**src/rtl/spi_slave_burst.sv**
```systemverilog
// spi_slave_burst
//   SPI slave front end. Shifts in framed command/address/data words, hands
//   each completed frame to the memory side with a one-cycle rx_valid pulse,
//   and returns read data as a burst of BURST_LEN words of DATA_W bits on MISO.
//
//   Frame: SS_n low, one mode bit (0 = write, 1 = read), then DATA_W+2 payload
//   bits, MSB first. The first read frame carries the address and arms
//   rd_addr_pending. The next read frame is the data request: after its
//   payload, the slave streams the burst.
//
// Parameters
//   DATA_W    : width of one tx word; the rx payload is DATA_W+2 bits
//   BURST_LEN : tx words per data request (>= 1)
//   MISO_IDLE : MISO level whenever no tx bit is being shifted
//
// Ports
//   clk       in   serial clock, rising-edge sampling
//   rst_n     in   asynchronous active-low reset
//   SS_n      in   slave select, active low; high aborts or ends a frame
//   MOSI      in   serial data in, MSB first
//   tx_valid  in   tx_data is ready (only looked at while waiting for a word)
//   tx_data   in   read word from the memory side
//   MISO      out  serial data out, MSB first
//   rx_valid  out  one-cycle pulse, rx_data holds a new frame
//   rx_data   out  last completed frame payload
//   busy      out  high whenever the slave is not idle
//   frame_err out  (only with SPI_FRAME_ERR_EN) one-cycle pulse when a frame is
//                  cut short mid-payload or mid-word
//
// Build option
//   SPI_FRAME_ERR_EN : adds the frame_err output.

module spi_slave_burst #(
    parameter int   DATA_W    = 8,
    parameter int   BURST_LEN = 1,
    parameter logic MISO_IDLE = 1'b0
) (
    input  logic              clk,
    input  logic              rst_n,
    input  logic              SS_n,
    input  logic              MOSI,
    input  logic              tx_valid,
    input  logic [DATA_W-1:0] tx_data,
    output logic              MISO,
    output logic              rx_valid,
    output logic [DATA_W+1:0] rx_data,
`ifdef SPI_FRAME_ERR_EN
    output logic              frame_err,
`endif
    output logic              busy
);

    localparam int RX_W    = DATA_W + 2;
    localparam int BIT_CW  = $clog2(RX_W) + 1;
    localparam int WORD_CW = $clog2(BURST_LEN) + 1;

    localparam logic [BIT_CW-1:0]  LAST_RX   = BIT_CW'(RX_W - 1);
    localparam logic [BIT_CW-1:0]  LAST_TX   = BIT_CW'(DATA_W - 1);
    localparam logic [WORD_CW-1:0] BURST_CNT = WORD_CW'(BURST_LEN);

    localparam logic [2:0] IDLE      = 3'd0;
    localparam logic [2:0] CHK_CMD   = 3'd1;
    localparam logic [2:0] WRITE     = 3'd2;
    localparam logic [2:0] READ_ADD  = 3'd3;
    localparam logic [2:0] READ_DATA = 3'd4;
    localparam logic [2:0] READ_WAIT = 3'd5;
    localparam logic [2:0] READ_TX   = 3'd6;
    localparam logic [2:0] DONE      = 3'd7;

    logic [2:0]         state;
    logic [RX_W-2:0]    rx_shift;   // the newest bit comes straight from MOSI
    logic [DATA_W-1:0]  tx_shift;
    logic [BIT_CW-1:0]  bit_cnt;
    logic [WORD_CW-1:0] word_cnt;
    logic [WORD_CW-1:0] word_next;
    logic               rd_addr_pending;

    assign word_next = word_cnt + WORD_CW'(1);
    assign busy      = (state != IDLE);
    assign MISO      = (state == READ_TX) ? tx_shift[DATA_W-1] : MISO_IDLE;

    always_ff @(posedge clk or negedge rst_n) begin
        if (!rst_n) begin
            state           <= IDLE;
            rx_shift        <= '0;
            rx_data         <= '0;
            rx_valid        <= 1'b0;
            tx_shift        <= '0;
            bit_cnt         <= '0;
            word_cnt        <= '0;
            rd_addr_pending <= 1'b0;
        end else begin
            rx_valid <= 1'b0;
            case (state)
                IDLE: begin
                    bit_cnt  <= '0;
                    word_cnt <= '0;
                    if (!SS_n) begin
                        state <= CHK_CMD;
                    end
                end

                CHK_CMD: begin
                    bit_cnt <= '0;
                    if (SS_n) begin
                        state <= IDLE;
                    end else if (!MOSI) begin
                        state <= WRITE;
                    end else if (rd_addr_pending) begin
                        state <= READ_DATA;
                    end else begin
                        state <= READ_ADD;
                    end
                end

                WRITE, READ_ADD, READ_DATA: begin
                    rx_shift <= {rx_shift[RX_W-3:0], MOSI};
                    // The last bit is taken even if SS_n rises on that edge.
                    if (bit_cnt == LAST_RX) begin
                        rx_data  <= {rx_shift, MOSI};
                        rx_valid <= 1'b1;
                        bit_cnt  <= '0;
                        if (state == READ_ADD) begin
                            rd_addr_pending <= 1'b1;
                        end
                        if (SS_n) begin
                            state <= IDLE;
                        end else if (state == READ_DATA) begin
                            state <= READ_WAIT;
                        end else begin
                            state <= DONE;
                        end
                    end else if (SS_n) begin
                        state    <= IDLE;
                        bit_cnt  <= '0;
                        word_cnt <= '0;
                    end else begin
                        bit_cnt <= bit_cnt + BIT_CW'(1);
                    end
                end

                READ_WAIT: begin
                    if (SS_n) begin
                        state    <= IDLE;
                        bit_cnt  <= '0;
                        word_cnt <= '0;
                    end else if (tx_valid) begin
                        tx_shift <= tx_data;
                        bit_cnt  <= '0;
                        state    <= READ_TX;
                    end
                end

                READ_TX: begin
                    // An aborted burst keeps rd_addr_pending so it can be retried.
                    if (SS_n) begin
                        state    <= IDLE;
                        bit_cnt  <= '0;
                        word_cnt <= '0;
                    end else begin
                        tx_shift <= {tx_shift[DATA_W-2:0], 1'b0};
                        if (bit_cnt == LAST_TX) begin
                            bit_cnt  <= '0;
                            word_cnt <= word_next;
                            if (word_next < BURST_CNT) begin
                                state <= READ_WAIT;
                            end else begin
                                rd_addr_pending <= 1'b0;
                                state           <= DONE;
                            end
                        end else begin
                            bit_cnt <= bit_cnt + BIT_CW'(1);
                        end
                    end
                end

                DONE: begin
                    if (SS_n) begin
                        state    <= IDLE;
                        bit_cnt  <= '0;
                        word_cnt <= '0;
                    end
                end

                default: begin
                    state <= IDLE;
                end
            endcase
        end
    end

`ifdef SPI_FRAME_ERR_EN
    // Only aborts that cut a payload or a tx word short count as errors.
    logic abort_mid;
    assign abort_mid = SS_n &&
        ((((state == WRITE) || (state == READ_ADD) || (state == READ_DATA)) &&
          (bit_cnt != LAST_RX)) ||
         (state == READ_TX));

    always_ff @(posedge clk or negedge rst_n) begin
        if (!rst_n) begin
            frame_err <= 1'b0;
        end else begin
            frame_err <= abort_mid;
        end
    end
`endif

endmodule

```
**config.mk**
```make
export PLATFORM = sky130hd
export DESIGN_NAME = spi_slave_burst
export DESIGN_NICKNAME = d
export VERILOG_FILES = /design/src/rtl/spi_slave_burst.sv
export SDC_FILE = /design/constraint.sdc
export NUM_CORES = 1
export LEC_CHECK = 0
export ABC_CLOCK_PERIOD_IN_PS = 3200
export CORE_UTILIZATION = 50
export DETAILED_ROUTE_END_ITERATION = 10
export GPL_ROUTABILITY_DRIVEN = 0
export MAX_ROUTING_LAYER = met4
export PLACE_DENSITY = 0.72
export RECOVER_POWER = 25
export SLEW_MARGIN = 20
export SYNTH_ARGS = -nofsm -noshare
export SYNTH_HDL_FRONTEND = slang
export SYNTH_SLANG_ARGS = --single-unit
```
**constraint.sdc**
```tcl
create_clock -name clk -period 3.2 [get_ports clk]
set_clock_uncertainty 0.2 [all_clocks]
set_input_delay 0.64 -clock clk [delete_from_list [all_inputs] [get_ports clk]]
set_output_delay 0.64 -clock clk [all_outputs]
set_load 0.01 [all_outputs]
```
==> results.txt, run 1 <==
status - complete, but fails checks
violated checks - max-capacitance violations, max-slew violations
clock buffers created by TritonCTS - 5
Post-DP HPWL - 2610 um
Synth cell types - 54
H-tree levels - 2
post-place instance area - 2210 um^2
wire per inst - 15.3 um
Clock Tree Root - clkbuf_8
CTS clk-pin slew, worst paths - 80 ps
Final Hold Vio Count - 0
cts repair resizes - 0
largest net degree at the start of global routing - 39
Synth Register Bits - 38
type of origin of the critical path - flop
total die area - 4160 um^2
GRT Total Usage - 20.7%
Rows - 22
Post-Route WL - 3680 um
required time worst endpoint - 2360 ps
Clk Latency, worst-skew pair - 290 ps
antenna-violating nets left - 0
Sequential Area - 951 um^2
power after layout - 1.37 mW
Lkg Pwr - 1.05 nW
die width - 64.5 um
GR Util met2 - 32.1%
setup TNS - 0 ps
pwr/cell area - 593 nW/um^2
Max Clk Rate - 347 MHz
Syn Area/Cell - 11.6 um^2
period utilization - 90.1%
# hold bufs at CTS - 0
Yosys warnings - 0
minimum clock period - 2880 ps
grt ovf - 0
met3 Track Usage GR - 5.81%
vias per inst - 5.77
Clock Sinks - 38
core area - 3690 um^2
FFs w/ async S/R, synth - 100%
Post-Syn Instances - 168
NumNets Final - 207
RSZ-0062 raised after global routing - false
synthesized cell area - 1950 um^2
worst setup path class - flop to primary output
Clock Tree Buf Depth - 2
1st-pass router iterations - 4
vias in the first global route - 1419
Max VDD drop - 378 uV
Worst setup EP type - primary output
Initial DRC Count - 87
Final setup viols - 0
Fill cells - 312
Slew @ Worst Pin - 1990 ps
sequential area share after synthesis - 48.7%
area of the multi-input gates - 932 um^2
initial antenna violation count - 0
DRC violations left - 0
CTS tree - yes
critical-path maximum fanout - 17
num ports - 26
Ant. Diodes - 0
EDFF count, synth - 0
Final Slew Violations - 39
cell area after layout - 2300 um^2
Post-synth top flop - dfrtp_1
area grow syn2layout - 18.2%
proportion of layout cells with a drive suffix above 1 - 18.7%
R2R setup slack - 930 ps
Buffers on Ports - 25
GRT busiest layer - met2
Hold Path Class - flop to flop
global-route wire length before repair - 6330 um
Worst slew margin - -32.8%
Chip Height - 64.5 um
Starting Density - 52.9%
met1 Usage GRT - 25.8%
Worst EP arrival - 2040 ps
via count - 1391
Post-Synthesis Net Count - 183
Max-cap violations - 1
post-CTS setup buffer count - 0
-- synth_stat cells, types with 5 or more instances --
| library cell | instances | area (um^2) |
|---|---|---|
| mux2i_1 | 7 | 70.1 |
| a21oi_1 | 14 | 70.1 |
| dfrtp_1 | 38 | 951 |
| nand2b_1 | 7 | 43.8 |
| inv_1 | 5 | 18.8 |
| nor2_1 | 9 | 33.8 |
| mux2_4 | 9 | 135 |
| nand2_1 | 8 | 30.0 |
| nand3_1 | 7 | 35.0 |
| mux2_2 | 9 | 101 |
-- per-stage QoR --
stage / utilization (%) / setup slack [ps] / std cells / hold WS [ps]
floorplan: - / 1430 / 168 / 144
global placement: 59.8 / 650 / 233 / 282
detailed placement: 59.8 / 584 / 233 / 297
CTS: 62.5 / 314 / 241 / 266
global route: 62.5 / 204 / 241 / 328
finish: 62.5 / 318 / 241 / 313
-- critical path, stage by stage (launching register included) --
cell	delay [ps]
dfrtp_1	680
and2b_1	330
and3_1	190
clkdlybuf4s50_1	540
-- per-layer routing --
metal	up-vias	routed length, um
met1	678	1630
met2	35	1810
li1	669	-
met3	9	171
met5	-	0
met4	0	67
-- area by class of cell --
type | instances | share of cell area (%)
Tap cell | 48 | 2.61
Sequential cell | 38 | 41.3
Timing Repair Buffer | 25 | 10.6
Multi-Input combinational cell | 117 | 40.4
Clock inverter | 2 | 0.706
Inverter | 5 | 0.814
Clock buffer | 6 | 3.58
-- power by group --
group          switching (mW)  internal (mW)  total [mW]
clock network           0.175          0.177       0.352
registers               0.109          0.590       0.699
logic                   0.138          0.179       0.316
-- kinds of logic after synthesis --
family,synth area share [%]
AND/OR/NAND/NOR,15.1
AO/OA/AOI/OAI,14.6
flip-flops,48.7
multiplexers,16.3
buffers and inverters,3.46
adder cells (fa/ha/maj),1.28
XOR/XNOR,0.449
-- flip-flops by register name (all words and copies together), names as in the netlist --
name	flops
rx_data	10
rx_shift	9
tx_shift	8
bit_cnt	5
state	3
rd_addr_pending	1
rx_valid	1
word_cnt	1
-- placed cells by master, fill, tap and decap left out, types with 2 or more instances in the layout --
cell type	synthesis	final
clkbuf_8	0	6
ha_1	2	2
mux2_2	9	9
nor2_1	9	9
o21ai_1	3	3
nand2_1	8	8
a21oi_1	14	14
inv_1	5	5
clkdlybuf4s50_1	0	24
mux2i_1	7	7
dfrtp_1	38	38
o32ai_1	3	3
mux2_4	9	9
nand2b_1	7	7
nand3_1	7	7
o21ai_0	3	3
-- final timing paths --
path                            start  depth (start not counted)          to
setup / recovery             state[2]                          3        MISO
hold / removal             rx_data[7]                          1  rx_data[7]
setup reg to reg             state[1]                          4  rx_data[3]
hold reg to reg            rx_data[7]                          1  rx_data[7]
max in group asynchronous       rst_n                          1    word_cnt
min in group asynchronous       rst_n                          1  bit_cnt[2]
Note: power is estimated with default switching activity, not from simulation.
==> run 2: changes to the inputs <==
--- a/config.mk
+++ b/config.mk
@@ -5,7 +5,7 @@
 export SDC_FILE = /design/constraint.sdc
 export NUM_CORES = 1
 export LEC_CHECK = 0
-export ABC_CLOCK_PERIOD_IN_PS = 3200
+export ABC_CLOCK_PERIOD_IN_PS = 3710
 export CORE_UTILIZATION = 50
 export DETAILED_ROUTE_END_ITERATION = 10
 export GPL_ROUTABILITY_DRIVEN = 0
==> constraint.sdc (replaced) <==
create_clock -name clk -period 3.71 [get_ports clk]
set_clock_uncertainty 0.2 [all_clocks]
set_input_delay 0.742 -clock clk [delete_from_list [all_inputs] [get_ports clk]]
set_output_delay 0.742 -clock clk [all_outputs]
set_load 0.01 [all_outputs]
==> results.txt, run 2 (same netlist as run 1, synthesis figures left out) <==
clock buffers created by TritonCTS - 5
largest net degree at the start of global routing - 39
CP max stage cell - dfrtp_1
1st-pass router iterations - 4
most common cell after layout, fill and taps aside - dfrtp_1
biggest regs - rx_data x10, rx_shift x9, tx_shift x8
Max Clk Rate - 335 MHz
power after layout - 1.15 mW
GRT Total Usage - 20.6%
Chip Height - 64.5 um
setup TNS - 0 ps
most frequent cells in the layout - 38 x dfrtp_1, 24 x clkdlybuf4s50_1, 14 x a21oi_1
vias in the first global route - 1405
antenna-violating nets left - 0
Final Slew Violations - 39
core area - 3690 um^2
CTS tree - yes
violated checks - max-capacitance violations, max-slew violations
via count - 1411
Hold Path Class - flop to flop
area grow syn2layout - 17.5%
minimum clock period - 2990 ps
Clock Tree Buf Depth - 2
delay of the slowest cell on the worst path - 700 ps
Final Hold Vio Count - 0
Worst setup EP type - primary output
Rows - 22
delay-heaviest family, CP - flip-flops
Clk Latency, worst-skew pair - 290 ps
initial antenna violation count - 0
Max-cap violations - 1
grt ovf - 0
num ports - 26
Final setup viols - 0
DRC violations left - 0
Post-DP HPWL - 2620 um
Lkg Pwr - 1.05 nW
Ant. Diodes - 0
Max VDD drop - 267 uV
Starting Density - 52.9%
RSZ-0062 raised after global routing - false
type of origin of the critical path - flop
cts repair resizes - 0
die width - 64.5 um
Worst EP arrival - 2050 ps
post-place instance area - 2210 um^2
Post-Route WL - 3720 um
vias per inst - 5.85
post-CTS setup buffer count - 0
wire per inst - 15.5 um
CP cell instances - and2b_1 -> and3_1 -> clkdlybuf4s50_1
# hold bufs at CTS - 0
Clock Sinks - 38
worst setup path class - flop to primary output
Initial DRC Count - 140
Slew @ Worst Pin - 1970 ps
Buffers on Ports - 25
buffers plus inverters on the worst setup path - 1
H-tree levels - 2
cell area after layout - 2290 um^2
proportion of layout cells with a drive suffix above 1 - 18.1%
total die area - 4160 um^2
required time worst endpoint - 2770 ps
Reg with most FFs - rx_data
max FFs per register - 10
Clock Tree Root - clkbuf_8
pwr/cell area - 502 nW/um^2
critical-path maximum fanout - 17
NumNets Final - 207
status - complete, but fails checks
Worst slew margin - -31.1%
period utilization - 80.6%
Fill cells - 306
CTS clk-pin slew, worst paths - 70 ps
global-route wire length before repair - 6410 um
==> run 2: cell types whose count changed in the layout (fill, tap and decap cells not counted), sizes merged <==
cell,before,now
clkinvlp,1,0
clkinv,0,2
inv,6,5
==> run 2: path summary, 6_finish.rpt <==
check | slack (ps) | from | cells past startpoint | to
max | 720 | state[2] | 3 | MISO
min | 310 | rx_data[7] | 1 | rx_data[7]
max reg2reg | 1440 | state[1] | 4 | rx_data[3]
min reg2reg | 310 | rx_data[7] | 1 | rx_data[7]
max in group asynchronous | 1380 | rst_n | 1 | word_cnt
min in group asynchronous | 800 | rst_n | 1 | bit_cnt[2]
==> run 2: layout make-up <==
cell class	instances	area, um^2	area share (%)
inverter	5	18.8	0.819
tap	48	60.1	2.62
clock inverter	2	13.8	0.600
multi-input combinational	117	932	40.7
clock buffer	6	72.6	3.17
sequential	38	951	41.5
timing repair buffer	25	244	10.6
==> run 2: layer usage <==
layer	up-vias	GRT usage [%]	wire length (um)	share of wire, %
met1	695	26.5	1670	45
met5	-	-	0	0
met4	0	6.67	31	0.83
met3	5	4.23	160	4.3
met2	43	32.9	1860	50
li1	668	-	-	-
==> run 2: power by group <==
part | switching (mW) | leakage (nW) | total, mW | internal, mW
Clock | 0.142 | 0.0452 | 0.274 | 0.132
Combinational | 0.119 | 0.506 | 0.273 | 0.154
Sequential | 0.0943 | 0.497 | 0.603 | 0.509
==> run 2: worst register-to-register path: stages, from the launching register on <==
cell and delay, ps:
dfrtp_1 730, nor2_1 180, a21oi_4 360, nand2b_4 330
mux2_1 350
==> run 2: metrics by stage <==
step / util, % / cells / hold WS, ps / setup WS [ps]
5_1_grt: 62.1 / 241 / 327 / 619
2_1_floorplan: - / 168 / 246 / 1840
3_3_place_gp: 59.8 / 233 / 282 / 1060
4_1_cts: 62.2 / 241 / 317 / 748
3_5_place_dp: 59.8 / 233 / 297 / 1020
6_report: 62.1 / 241 / 312 / 721
==> run 3: changes to the inputs <==
--- a/config.mk
+++ b/config.mk
@@ -5,12 +5,12 @@
 export SDC_FILE = /design/constraint.sdc
 export NUM_CORES = 1
 export LEC_CHECK = 0
-export ABC_CLOCK_PERIOD_IN_PS = 3710
-export CORE_UTILIZATION = 50
+export ABC_CLOCK_PERIOD_IN_PS = 2700
+export CORE_UTILIZATION = 49
 export DETAILED_ROUTE_END_ITERATION = 10
 export GPL_ROUTABILITY_DRIVEN = 0
 export MAX_ROUTING_LAYER = met4
-export PLACE_DENSITY = 0.72
+export PLACE_DENSITY = 0.73
 export RECOVER_POWER = 25
 export SLEW_MARGIN = 20
 export SYNTH_ARGS = -nofsm -noshare
==> constraint.sdc (replaced) <==
create_clock -name clk -period 2.7 [get_ports clk]
set_clock_uncertainty 0.2 [all_clocks]
set_input_delay 0.54 -clock clk [delete_from_list [all_inputs] [get_ports clk]]
set_output_delay 0.54 -clock clk [all_outputs]
set_load 0.01 [all_outputs]
==> results.txt, run 3 (same netlist as run 1, synthesis figures left out) <==
status - complete, but fails checks
violated checks - max-capacitance violations, max-slew violations
total die area - 4240 um^2
Clock Sinks - 38
FF-to-FF End - state[1]
global-route wire length before repair - 6680 um
core area - 3740 um^2
initial antenna violation count - 0
Hold Path Origin - rx_data[3]
Post-Route WL - 3880 um
Buffers on Ports - 25
post-place instance area - 2250 um^2
Max Clk Rate - 405 MHz
pwr/cell area - 693 nW/um^2
hold path depth - 1
worst setup path class - flop to primary output
Max VDD drop - 545 uV
Clk Latency, worst-skew pair - 280 ps
max FFs per register - 10
Chip Height - 65.1 um
setup TNS - 0 ps
die width - 65.1 um
num ports - 26
type of origin of the critical path - flop
vias per inst - 5.82
CTS clk-pin slew, worst paths - 70 ps
largest net degree at the start of global routing - 39
1st-pass router iterations - 4
Worst slew margin - -33.0%
cell area after layout - 2330 um^2
Lkg Pwr - 1.08 nW
GRT Total Usage - 21.4%
R2R setup slack - 840 ps
Rows - 22
minimum clock period - 2470 ps
most frequent cells in the layout - 38 x dfrtp_1, 24 x clkdlybuf4s50_1, 14 x a21oi_1
antenna-violating nets left - 0
wire per inst - 15.8 um
CP max stage cell - clkdlybuf4s50_1
Ant. Diodes - 0
reg-to-reg critical path startpoint - bit_cnt[0]
Clock Tree Buf Depth - 2
DRC violations left - 0
Clock Tree Root - clkbuf_8
Final Hold Vio Count - 0
NumNets Final - 213
worst reg2reg path depth - 5
Post-DP HPWL - 2730 um
Reg with most FFs - rx_data
Starting Density - 52.1%
Initial DRC Count - 95
Hold Path Class - flop to flop
Final Slew Violations - 39
Worst EP arrival - 1730 ps
required time worst endpoint - 1960 ps
grt ovf - 0
clock buffers created by TritonCTS - 5
area grow syn2layout - 19.6%
via count - 1426
cts repair resizes - 0
Worst setup EP type - primary output
CTS tree - yes
delay of the slowest cell on the worst path - 490 ps
Final setup viols - 0
vias in the first global route - 1498
proportion of layout cells with a drive suffix above 1 - 20.3%
Max-cap violations - 1
most common cell after layout, fill and taps aside - dfrtp_1
post-CTS setup buffer count - 0
# hold bufs at CTS - 0
H-tree levels - 2
period utilization - 91.5%
biggest regs - rx_data x10, rx_shift x9, tx_shift x8
CP cell instances - buf_4 -> or3_1 -> clkdlybuf4s50_1
hold endpoint - rx_data[3]
critical-path maximum fanout - 13
RSZ-0062 raised after global routing - false
Slew @ Worst Pin - 1990 ps
## run 3: cell type report
class	count	area, um^2
timing repair buffer	31	289
multi-input combinational	117	932
clock buffer	6	82.6
fill	311	1410
sequential	38	951
inverter	5	18.8
tap	48	60.1
## run 3: per-stage QoR
stage                     worst slack, ps  std cells  total power, mW  utilization, %  hold WS [ps]
after global routing                  121        245             1.72            62.3           332
after CTS                             224        245             1.64            62.4           185
after detailed placement              344        239             1.25            60.2           284
final                                 230        245             1.62            62.3           301
after floorplan                       963        168             1.10               -          44.4
after global placement                421        239             1.22            60.2           293
## run 3: worst max-delay path by stage
stage,start,end,slack [ps],depth (start not counted)
global placement,SS_n,bit_cnt[2],420,5
global route,rst_n,tx_shift[0],120,1
detailed placement,SS_n,bit_cnt[2],340,5
CTS,state[0],busy,220,3
floorplan,state[1],rx_data[0],960,5
finish,state[0],busy,230,3
## run 3: worst max-delay path, delay by kind of cell, from the launching register on
family	cells	cell delay (ps)
buf+inv	2	670
flops	1	380
simple gates	1	390
## run 3: per-layer routing
metal | wire, um | GRT usage (%) | up-vias | share of wire, %
li1 | - | - | 676 | -
met1 | 1750 | 26.6 | 708 | 45
met2 | 1910 | 33.5 | 34 | 49
met3 | 150 | 5.38 | 8 | 3.9
met4 | 66 | 8.97 | 0 | 1.7
met5 | 0 | - | - | 0
## run 3: power by group
group	total, mW	switching, mW	internal, mW
registers	0.789	0.0882	0.700
clock network	0.378	0.181	0.197
logic	0.451	0.216	0.234
total	1.62	0.486	1.13
